==> src/rtl/priv_pkg.sv <==
// rtl/priv_pkg.sv - privilege mode constants, WFI state type and mode legaliser
package priv_pkg;

    localparam logic [1:0] M_MODE = 2'b11;
    localparam logic [1:0] S_MODE = 2'b01;
    localparam logic [1:0] U_MODE = 2'b00;

    typedef enum logic {IDLE, WAIT} wfi_state_t;

    // Any encoding that names an unimplemented or reserved mode falls back to M.
    function automatic logic [1:0] legal_mode(input logic [1:0] mode,
                                              input logic       s_ok,
                                              input logic       u_ok);
        logic [1:0] m;
        m = mode;
        if (mode == 2'b10)                m = M_MODE;
        if ((mode == S_MODE) && !s_ok)    m = M_MODE;
        if ((mode == U_MODE) && !u_ok)    m = M_MODE;
        return m;
    endfunction

endpackage

==> src/rtl/wfi_timer.sv <==
// rtl/wfi_timer.sv - TW timeout counter, enable and terminal-count compare
module wfi_timer
    import priv_pkg::*;
#(
    parameter int   WFI_TIMEOUT_BITS = 3,
    parameter logic TO_SUPPORTED     = 1'b1
) (
    input  logic       clk,
    input  logic       reset,
    input  logic       count_en,
    input  logic       STATUS_TW,
    input  logic [1:0] PrivilegeModeW,
    output logic       toen,
    output logic       terminal
);

    // A zero-width counter is modelled as one bit whose terminal compare is always true.
    localparam int CW = (WFI_TIMEOUT_BITS > 0) ? WFI_TIMEOUT_BITS : 1;

    logic [CW-1:0] count;

    assign toen     = STATUS_TW & (PrivilegeModeW != M_MODE) & TO_SUPPORTED;
    assign terminal = (WFI_TIMEOUT_BITS == 0) | (count == {CW{1'b1}});

    always_ff @(posedge clk) begin
        if (reset || !count_en || !toen) begin
            count <= '0;
        end else begin
            count <= count + 1'b1;
        end
    end

endmodule

==> src/rtl/privmode_wfi_ctrl.sv <==
// rtl/privmode_wfi_ctrl.sv - privilege mode register/mux and WFI wait sequencer
module privmode_wfi_ctrl
    import priv_pkg::*;
#(
    parameter logic S_SUPPORTED      = 1'b1,
    parameter logic U_SUPPORTED      = 1'b1,
    parameter int   WFI_TIMEOUT_BITS = 3
) (
    input  logic       clk,
    input  logic       reset,
    input  logic       StallW,
    input  logic       TrapM,
    input  logic       mretM,
    input  logic       sretM,
    input  logic       wfiM,
    input  logic       DelegateM,
    input  logic       InterruptPendingM,
    input  logic [1:0] STATUS_MPP,
    input  logic       STATUS_SPP,
    input  logic       STATUS_TW,
    output logic [1:0] PrivilegeModeW,
    output logic [1:0] NextPrivilegeModeM,
    output logic       WFIStallM,
    output logic       WFITimeoutM
);

    wfi_state_t wfi_state, next_state;
    logic       toen, terminal, count_en;
    logic [1:0] raw_mode;

    always_comb begin
        raw_mode = PrivilegeModeW;
        if (TrapM) begin
            if (DelegateM && S_SUPPORTED && (PrivilegeModeW != M_MODE)) raw_mode = S_MODE;
            else                                                        raw_mode = M_MODE;
        end else if (mretM) begin
            raw_mode = STATUS_MPP;
        end else if (sretM) begin
            raw_mode = S_SUPPORTED ? {1'b0, STATUS_SPP} : U_MODE;
        end
    end

    assign NextPrivilegeModeM = legal_mode(raw_mode, S_SUPPORTED, U_SUPPORTED);

    always_ff @(posedge clk) begin
        if (reset)       PrivilegeModeW <= M_MODE;
        else if (!StallW) PrivilegeModeW <= NextPrivilegeModeM;
    end

    // The sequencer deliberately ignores StallW: it is the source of the stall.
    always_ff @(posedge clk) begin
        if (reset) wfi_state <= IDLE;
        else       wfi_state <= next_state;
    end

    always_comb begin
        next_state  = wfi_state;
        WFITimeoutM = 1'b0;
        case (wfi_state)
            IDLE: begin
                if (wfiM && !TrapM && !InterruptPendingM) next_state = WAIT;
            end
            WAIT: begin
                if (InterruptPendingM || TrapM || !wfiM) begin
                    next_state = IDLE;
                end else if (toen && terminal) begin
                    WFITimeoutM = 1'b1;
                    next_state  = IDLE;
                end
            end
            default: next_state = IDLE;
        endcase
    end

    assign WFIStallM = wfiM & ~TrapM & ~InterruptPendingM & ~WFITimeoutM;
    assign count_en  = (wfi_state == WAIT) && (next_state == WAIT);

    wfi_timer #(
        .WFI_TIMEOUT_BITS (WFI_TIMEOUT_BITS),
        .TO_SUPPORTED     (S_SUPPORTED | U_SUPPORTED)
    ) u_timer (
        .clk            (clk),
        .reset          (reset),
        .count_en       (count_en),
        .STATUS_TW      (STATUS_TW),
        .PrivilegeModeW (PrivilegeModeW),
        .toen           (toen),
        .terminal       (terminal)
    );

endmodule

==> config.mk <==
export PLATFORM = sky130hd
export DESIGN_NAME = privmode_wfi_ctrl
export DESIGN_NICKNAME = d
export VERILOG_FILES = /design/src/rtl/priv_pkg.sv /design/src/rtl/wfi_timer.sv /design/src/rtl/privmode_wfi_ctrl.sv
export SDC_FILE = /design/constraint.sdc
export NUM_CORES = 1
export LEC_CHECK = 0
export ABC_CLOCK_PERIOD_IN_PS = 2700
export CORE_AREA = 5 5 42 44
export DETAILED_ROUTE_END_ITERATION = 16
export DIE_AREA = 0 0 47 49
export DONT_BUFFER_PORTS = 1
export GPL_TIMING_DRIVEN = 0
export PLACE_DENSITY_LB_ADDON = 0.2
export REMOVE_ABC_BUFFERS = 1
export SLEW_MARGIN = 25
export SYNTH_ARGS = -nofsm -noshare
export SYNTH_HDL_FRONTEND = slang
export SYNTH_SLANG_ARGS = --single-unit
==> constraint.sdc <==
create_clock -name clk -period 2.7 [get_ports clk]
set_input_delay 0.135 -clock clk [delete_from_list [all_inputs] [get_ports clk]]
set_output_delay 0.135 -clock clk [all_outputs]
set_load 0.01 [all_outputs]
==> metrics.md <==
| Metric | Value |
|---|---|
| Pre-antenna DRT Iters | `4` |
| Grt met2 use | `12.9%` |
| Port buffer count | `0` |
| Largest family of logic cells by synthesized area | `simple AND/OR/NAND/NOR gates` |
| CP peak stage delay | `540 ps` |
| Buf/Inv on CP | `1` |
| Slew margin rel. | `61.3%` |
| Worst hold endpoint | `PrivilegeModeW[0]$_SDFFE_PP1N_` |
| Avg WL per Cell | `15.3 um` |
| Post-CTS Hold Fix Bufs | `1` |
| Synth Area in Simple Gates | `34.2%` |
| Startpoint types | `flip-flop` |
| GRT busiest layer | `met2` |
| Max clock buf depth | `2` |
| Die extent in x | `47 um` |
| R2R Path Start | `PrivilegeModeW[0]$_SDFFE_PP1N_` |
| Max Slew Vio Count | `0` |
| Total placed cells including tap cells | `54` |
| Post-synthesis cell type count | `20` |
| DRT Wirelength | `887 um` |
| First-pass GRT wire length | `1400 um` |
| Number of synthesized flops with an enable pin | `0` |
| Min-delay worst type | `in -> reg` |
| Max-cap check violation count | `0` |
| Area of the multi-input gates | `224 um2` |
| Minimum clock period | `1680 ps` |
| Slowest-stage cell, CP | `nor4b_1` |
| CP top delay family | `simple AND/OR/NAND/NOR gates` |
| ANT cells | `0` |
| Final Net Count | `59` |
| Largest net degree at the start of global routing | `8` |
| Post-synth ARST share | `0%` |
| Ranking of synthesized cells by area | `dfxtp_1 (35%), ha_1 (7.2%), nor3b_1 (6.5%), a21oi_1 (5.8%), a41oi_2 (4.7%)` |
| Final Cycle Share | `62.1%` |
| Synth cell count leaders | `dfxtp_1 (6), a21oi_1 (4), nor3_1 (3), nor3b_1 (3)` |
| RSZ-0062 raised after global routing | `false` |
| Leakage power | `0.157 nW` |
| CP startpoint | `u_timer.count[0]$_SDFF_PP0_` |
| Setup-failing EPs final | `0` |
| Most frequent cell after synthesis | `dfxtp_1` |
| Core Util, Final | `28.6%` |
| Kind of critical path | `reg -> out` |
| Mux cell area share after synthesis | `0%` |
| Clock-pin transition on the worst setup and hold timing paths | `50 ps` |
| Initial detailed-routing violation count | `9` |
| CP Cell Sequence | `ha_1, ha_1, inv_1, nor4b_1` |
| Die Area | `2300 um2` |
| Register area share after synthesis | `34.5%` |
| Synth Area in Adders | `7.19%` |
| Clock Skews | `8.18 ps` |
| Final std cells w/o fill | `58` |
| Overall Power | `0.196 mW` |
| ANT nets after route | `0` |
| Starting Density | `24.8%` |
| Worst Tran Pin Value | `573 ps` |
| R2r worst-path depth | `3` |
| Core area | `1400 um2` |
| Max Fclk | `596 MHz` |
| Layout cells sized above 1 | `11.9%` |
| Grt met1 use | `9.03%` |
| Gr usage total | `8.46%` |
| Crit path max fanout | `3` |
| Setup Total Neg Slack | `0 ps` |
| Synth top area share | `34.5%` |
| Mapped Cells | `38` |
| CP required | `2570 ps` |
| Post-CTS Setup Inserts | `0` |
| Number of global-route vias before repair | `344` |
| Post_cts resized | `0` |
| Num CTS Buffers | `3` |
| CTS Root Cell | `clkbuf_4` |
| Synth Cell Area | `348 um2` |
| Reg2Reg Setup Slack | `1410 ps` |
| Residual DRC | `0` |
| YS warnings | `0` |
| Die Y | `49 um` |
| Top cell by count, worst path | `ha_1` |
| GP Congestion | `0.750` |
| Reg-to-Reg End | `PrivilegeModeW[0]$_SDFFE_PP1N_` |
| Via density | `5.69` |
| Min-Delay Path Depth | `2` |
| Mean post-synth cell area | `9.15 um2` |
| Min-delay src | `mretM` |
| Filler Cell Count | `156` |
| H-tree depth | `1` |
| Status | `complete, no violations` |
| Synth-to-layout area growth | `15.1%` |
| # rows | `14` |
| CP Data Arrival Time | `1540 ps` |
| Hold Fails Final Rpt | `0` |
| Cell taking the most area after synthesis | `dfxtp_1` |
| Sequential cell area | `120 um2` |
| Power Dens Cells | `489 nW/um2` |
| Clock sink count | `6` |
| Clk_lat worst skew | `250 ps` |
| Synth Area in XOR/XNOR | `0%` |
| Ports | `19` |
| Via count | `330` |
| CTS tree | `built` |
| Grt met3 use | `5.90%` |
| CP Capture Type | `primary output` |
| Synth Register Bits | `6` |
| Main flop type after synthesis | `dfxtp_1` |
| Peak VDD IR | `0.000207 V` |
| Initial antenna violation count | `0` |
| Remaining global-route overflow | `0` |
| Synth Area in Compound Gates | `23.0%` |
## final cells by class
cell class | count | area share (%)
Timing Repair Buffer | 1 | 2.50
Inverter | 1 | 0.938
Multi-Input combinational cell | 31 | 55.9
Sequential cell | 6 | 30.0
Clock buffer | 3 | 5.62
Tap cell | 16 | 5.00
## stage by stage
stage	worst slack, ps	hold slack [ps]	area (um2)
global route	909	115	400
detailed placement	1260	213	368
floorplan	1410	207	348
global placement	1310	209	368
finish	1020	97.6	400
CTS	985	80.2	400
## sequential cells by signal, summed over array words and instances (netlist names)
signal and cells:
PrivilegeModeW 2, wfi_state 1, u_timer.count 3
## cell families (layout without fill, tap and decap cells)
group	Yosys count	count (layout)
and+or+nand+nor	18	18
buffers and inverters	1	5
DFF	6	6
adders and majority gates	2	2
AOI/OAI and AO/OA	11	11
## worst max-delay path by stage
stage | end | slack (ps) | cells past startpoint
after global placement | WFITimeoutM | 1310 | 4
after detailed placement | WFITimeoutM | 1260 | 4
after floorplan | WFITimeoutM | 1410 | 4
after CTS | WFITimeoutM | 990 | 4
after global routing | WFITimeoutM | 910 | 4
final | WFITimeoutM | 1020 | 4
## cell usage in the layout (no fill, tap or decap)
cell type / n
dlygate4sd3_1: 1
o21a_1: 1
nor3b_1: 3
nor2_1: 2
a211oi_1: 2
a21oi_1: 4
and2b_1: 1
inv_1: 1
or3b_4: 1
nand2_1: 2
ha_1: 2
nor2b_1: 1
a31oi_1: 1
dfxtp_1: 6
and2_1: 2
and4bb_1: 1
a41oi_2: 1
a21o_1: 2
nor3_1: 3
or4_1: 1
nor4b_1: 1
clkbuf_4: 3
## where the power goes
part | internal (mW) | switching [mW]
clock | 0.0504 | 0.0337
combinational | 0.00969 | 0.00896
sequential | 0.0906 | 0.00267
## per-layer routing
layer,routed length [um],share of wire (%),up-vias
met2,427,48,25
li1,-,-,155
met5,0,0,-
met4,14,1.6,0
met3,145,16,2
met1,299,34,148
Power figures use the tool's default switching activity.
